**src/rtl/cpu_pkg.sv**
```systemverilog
// cpu_pkg: opcode, ALU code, branch condition and FSM state encodings for the CPU control unit.
package cpu_pkg;
  localparam logic [3:0] OP_LD = 4'hA;
  localparam logic [3:0] OP_ST = 4'hB;
  localparam logic [3:0] OP_JMP = 4'hC;
  localparam logic [3:0] OP_BR = 4'hD;
  localparam logic [3:0] OP_JR = 4'hE;
  localparam logic [3:0] OP_HLT = 4'hF;
  localparam logic [3:0] ALU_PASS_S = 4'hA;
  localparam logic [3:0] ALU_PASS_R = 4'hB;
  localparam logic [1:0] COND_Z = 2'b00;
  localparam logic [1:0] COND_N = 2'b01;
  localparam logic [1:0] COND_C = 2'b10;
  localparam logic [1:0] COND_AL = 2'b11;
  typedef enum logic [2:0] {
    S_FETCH,
    S_DECODE,
    S_EXEC_ALU,
    S_LOAD,
    S_STORE,
    S_JUMP,
    S_HALT
  } state_t;
endpackage

```
**src/rtl/cu_decode.sv**
```systemverilog
// cu_decode: combinational opcode/condition decode giving the state that follows DECODE.
import cpu_pkg::*;
module cu_decode (
  input  logic [3:0] op_i,
  input  logic [1:0] cond_i,
  input  logic       c_i,
  input  logic       n_i,
  input  logic       z_i,
  output state_t     next_o
);
  logic taken;
  always_comb begin
    taken = (cond_i == COND_Z) ? z_i :
            (cond_i == COND_N) ? n_i :
            (cond_i == COND_C) ? c_i : 1'b1;
    next_o = (op_i <= 4'h9) ? S_EXEC_ALU :
             (op_i == OP_LD) ? S_LOAD :
             (op_i == OP_ST) ? S_STORE :
             (op_i == OP_HLT) ? S_HALT :
             (op_i == OP_BR && !taken) ? S_FETCH : S_JUMP;
  end
endmodule

```
**src/rtl/cpu_control_unit.sv**
```systemverilog
// cpu_control_unit: multi-cycle FSM driving the execution unit strobes and memory enables.
// Optional memory wait states are enabled by defining CU_WAIT_STATE_EN.
import cpu_pkg::*;
module cpu_control_unit (
  input  logic        clk,
  input  logic        reset,
  input  logic [15:0] IR_out,
  input  logic        C,
  input  logic        N,
  input  logic        Z,
  input  logic        mem_rdy,
  output logic [2:0]  W_Adr,
  output logic [2:0]  R_Adr,
  output logic [2:0]  S_Adr,
  output logic [3:0]  Alu_Op,
  output logic        adr_sel,
  output logic        s_sel,
  output logic        pc_ld,
  output logic        pc_inc,
  output logic        pc_sel,
  output logic        reg_w_en,
  output logic        ir_ld,
  output logic        mem_re,
  output logic        mem_we,
  output logic        halted
);
  state_t state_q, state_d, dec_next;
  logic [3:0] op;
  logic rdy;
  assign op = IR_out[15:12];
  assign W_Adr = IR_out[11:9];
  assign R_Adr = IR_out[8:6];
  assign S_Adr = IR_out[5:3];
`ifdef CU_WAIT_STATE_EN
  assign rdy = mem_rdy;
`else
  logic unused_mem_rdy;
  assign unused_mem_rdy = mem_rdy;
  assign rdy = 1'b1;
`endif
  cu_decode u_dec (
    .op_i  (op),
    .cond_i(IR_out[9:8]),
    .c_i   (C),
    .n_i   (N),
    .z_i   (Z),
    .next_o(dec_next)
  );
  always_ff @(posedge clk) state_q <= reset ? S_FETCH : state_d;
  always_comb begin
    state_d = state_q;
    case (state_q)
      S_FETCH:  state_d = rdy ? S_DECODE : S_FETCH;
      S_DECODE: state_d = dec_next;
      S_LOAD, S_STORE: state_d = rdy ? S_FETCH : state_q;
      S_HALT:   state_d = S_HALT;
      default:  state_d = S_FETCH;
    endcase
  end
  // Strobes are forced low while reset is high so an aborted LOAD never writes back.
  always_comb begin
    Alu_Op = 4'h0;
    adr_sel = 1'b0;
    s_sel = 1'b0;
    pc_ld = 1'b0;
    pc_inc = 1'b0;
    pc_sel = 1'b0;
    reg_w_en = 1'b0;
    ir_ld = 1'b0;
    mem_re = 1'b0;
    mem_we = 1'b0;
    halted = 1'b0;
    if (!reset)
      case (state_q)
        S_FETCH: begin
          mem_re = 1'b1;
          ir_ld = rdy;
          pc_inc = rdy;
        end
        S_EXEC_ALU: begin
          reg_w_en = 1'b1;
          Alu_Op = op;
        end
        S_LOAD: begin
          adr_sel = 1'b1;
          mem_re = 1'b1;
          s_sel = 1'b1;
          Alu_Op = ALU_PASS_S;
          reg_w_en = rdy;
        end
        S_STORE: begin
          adr_sel = 1'b1;
          mem_we = 1'b1;
          Alu_Op = ALU_PASS_S;
        end
        S_JUMP: begin
          pc_ld = 1'b1;
          pc_sel = op == OP_JR;
          Alu_Op = (op == OP_JR) ? ALU_PASS_R : 4'h0;
        end
        S_HALT: halted = 1'b1;
        default: ;
      endcase
  end
endmodule
```
**config.mk**
```make
export PLATFORM = sky130hd
export DESIGN_NAME = cpu_control_unit
export DESIGN_NICKNAME = d
export VERILOG_FILES = /design/src/rtl/cpu_pkg.sv /design/src/rtl/cu_decode.sv /design/src/rtl/cpu_control_unit.sv
export SDC_FILE = /design/constraint.sdc
export NUM_CORES = 1
export LEC_CHECK = 0
export ABC_AREA = 1
export CAP_MARGIN = 15
export CORE_UTILIZATION = 31
export CTS_BUF_LIST = sky130_fd_sc_hd__clkbuf_2 sky130_fd_sc_hd__clkbuf_4 sky130_fd_sc_hd__clkbuf_8
export CTS_CLUSTER_DIAMETER = 80
export DETAILED_ROUTE_END_ITERATION = 10
export PLACE_DENSITY = 0.8
export SLEW_MARGIN = 30
export SYNTH_ARGS = -nofsm -noshare
export SYNTH_HDL_FRONTEND = slang
export SYNTH_HIERARCHICAL = 1
export SYNTH_SLANG_ARGS = --single-unit
```
**constraint.sdc**
```tcl
create_clock -name clk -period 1.5 [get_ports clk]
set_input_delay 0.375 -clock clk [delete_from_list [all_inputs] [get_ports clk]]
set_output_delay 0.375 -clock clk [all_outputs]
set_load 0.01 [all_outputs]
```
==> flow_metrics.tcl <==
set metrics [dict create \
    p_sw_share_pct 33.35 \
    critPathLaunchType "flop" \
    tritoncts "yes" \
    fp.dieH_um 41.47 \
    fp.dieW_um 41.47 \
    start_util_pct 35.35 \
    vias_per_cell 4.587 \
    final_nets 152 \
    max_stage_delay_ns 0.36 \
    setup_viol_count_final 8 \
    pwr-share-clk_pct 31.3 \
    portBuffers 26 \
    drtAntennaViolNets 0 \
    crit_slowest_cell "dfxtp_4" \
    worst_slack_ns -0.1074 \
    yosys.cell_types.count 19 \
    yosys-top-cells-area "nand2_1, buf_4, dfxtp_1" \
    final_max_slew_viol_count 0 \
    powerDensity_mw_per_mm2 537.3 \
    whs_ns 0.5938 \
    synth_top_area_share_pct 19.43 \
    numCtsBuffers 3 \
    power_frac_comb_pct 48.0 \
    hold_viol 0 \
    r2r_cells 6 \
    layout_common_cells "nand2_1, buf_4, inv_1" \
    power.internal_w 0.0003231 \
    dp_slack_ns -0.7117 \
    violations "setup timing" \
    htreeDepth 1 \
    crit_chain "ha_4 -> nor2_4 -> a21boi_2 -> buf_2" \
    ys_warn_count 6 \
    drt_first_pass_iters 4 \
    cp_max_fo 4 \
    fin_util_pct 66.03 \
    dr.first_iter.drc_count 11 \
    rsz0062_at_grt "true" \
    ir_worst_vdd_v 0.0004950 \
    finClkSkew_ns 0.001472 \
    relSlewSlack_pct 89.09 \
    holdPathStages 2 \
    hp-class "reg -> reg" \
    fin_crit_ns 1.607 \
    clk_path_buf_depth 2 \
    final_common_cell "nand2_1" \
    dp_hpwl_um 1089 \
    synth_area_per_cell_sq_um 5.250 \
    worstPathRequired_ns 1.12 \
    synth_area_sq_um 483.0 \
    largest_reg_flops 3 \
    n_antenna_cell 0 \
    drc 0 \
    crit_arrival_ns 1.23 \
    largest-register "state_q" \
    rows 13 \
    ios 45 \
    area_delta_synth_final_pct 86.79 \
    min_to "state_q[0]$_SDFF_PP0_" \
    antenna_found_initial 0 \
    fmax_mhz 622.1 \
    hold_start "state_q[1]$_SDFF_PP0_" \
    status "finished, violations left" \
    syn_nets 115 \
    vias 656 \
    p_total_w 0.0004847 \
    root_buffer "clkbuf_4" \
    path_clk_slew_ns 0.03 \
    fin_cells 143 \
    cts.sinks 3 \
    synthCells 92 \
    p_seq_share_pct 20.7 \
    r2r-start "state_q[2]$_SDFF_PP0_" \
    yosysTopAreaCell "nand2_1" \
    cp-end-kind "primary output" \
    dieArea_sq_mm 0.001720 \
    grt_pass1_wl_um 2587 \
    reg_top3 "state_q (3)" \
    synth_seq_cells 3 \
    grt_pass1_vias 647 \
    core_region_area_sq_mm 0.001366 \
    synth-seq-area-share_pct 12.44 \
    fillers 106 \
    worstSetupPathType "reg -> out" \
    dp.cells 138 \
    wl_per_cell_um 11.44 \
    routabilityCongestion 0.7676 \
    grt_overflow 0 \
    track_usage_pct 19.19 \
    path_buf_inv 1 \
    clock_latency_ns 0.22 \
    grt_max_degree 7 \
    power.static_leakage_nw 0.5266 \
    switchingPower_w 0.0001616 \
    fin_crit_sh_pct 107.2 \
    wl_um 1636 \
    worst_slew_pin_slew_ns 0.1631 \
    r2r_end "state_q[0]$_SDFF_PP0_" \
    r2r_slack_ns 0.37 \
    drive_above_1_share_pct 50.78 \
    drv_cap 0 \
    crit_family "flip-flops" \
]
-- per-layer routing --
layer | part of all wire (%) | up-vias | wire [um] | global-route usage (%)
li1 | - | 340 | - | -
met1 | 39 | 290 | 641 | 19.47
met2 | 54 | 20 | 884 | 34.38
met3 | 4.3 | 6 | 70 | 4.783
met4 | 2.4 | 0 | 40 | 12.26
met5 | 0 | - | 0 | 0
-- power by group through the flow --
stage | combinational, W | clock [W] | sequential [W]
6_report | 0.000233 | 0.000152 | 0.000100
5_1_grt | 0.000251 | 0.000172 | 0.000101
4_1_cts | 0.000200 | 0.000156 | 0.000100
3_5_place_dp | 0.000196 | 0 | 0.0000961
3_3_place_gp | 0.000190 | 0 | 0.0000954
2_1_floorplan | 0.000104 | 0 | 0.0000954
-- worst reg2reg max path: stages (launching register included) --
cell     delay [ns]
dfxtp_2        0.32
buf_4          0.15
nor2_2         0.11
inv_2          0.08
buf_4          0.14
buf_4          0.13
nor3_2         0.12
-- cell families (layout without fill, tap and decap cells) --
| logic type | after synthesis | count (layout) | share of synthesized area (%) |
|---|---|---|---|
| AOI/OAI and AO/OA | 6 | 6 | 7.773 |
| adders and majority gates | 1 | 1 | 2.590 |
| buffers and inverters | 29 | 65 | 30.57 |
| DFF | 3 | 3 | 12.44 |
| and+or+nand+nor | 53 | 53 | 46.63 |
-- Yosys cell counts (all sizes together) --
master  number
nand2       27
nand3b       1
nand4        1
ha           1
o21ai        1
dfxtp        3
o211ai       1
a21boi       2
inv         18
a21oi        2
nand3        7
nor2        16
buf         11
nor3         1
-- layout make-up --
type | count | area (sq um) | share of cell area [%]
tap | 15 | 18.77 | 2.080
inverter | 18 | 70.07 | 7.767
multi-input combinational | 60 | 382.9 | 42.44
sequential | 3 | 68.82 | 7.628
timing repair buffer | 43 | 331.6 | 36.75
clock buffer | 4 | 30.03 | 3.329
-- worst max path at each step --
stage | cells past startpoint | start | slack, ns | to
5_1_grt | 7 | state_q[1]$_SDFF_PP0_ | -0.17 | Alu_Op[3]
4_1_cts | 4 | state_q[1]$_SDFF_PP0_ | -0.12 | Alu_Op[0]
3_5_place_dp | 8 | IR_out[15] | -0.71 | Alu_Op[1]
3_3_place_gp | 8 | IR_out[15] | -0.67 | Alu_Op[1]
2_1_floorplan | 4 | state_q[2]$_SDFF_PP0_ | 0.04 | Alu_Op[0]
6_report | 4 | state_q[1]$_SDFF_PP0_ | -0.11 | Alu_Op[0]
-- what timing repair did --
action | CTS | global route
gates resized for setup | 87 | 15
hold buffers | 0 | 0
endpoints found under the setup margin | 16 | 17
gates cloned | 0 | 0
pin swaps | 7 | 3
buffers inserted | 0 | 1
-- through the flow --
stage               TNS (ns)  area, sq um
floorplan                  0        486.7
CTS                  -0.2975        854.6
global placement      -9.273        805.8
finish               -0.3212        902.1
detailed placement    -9.519        805.8
global route          -1.094        902.1
Power figures use the tool's default switching activity.
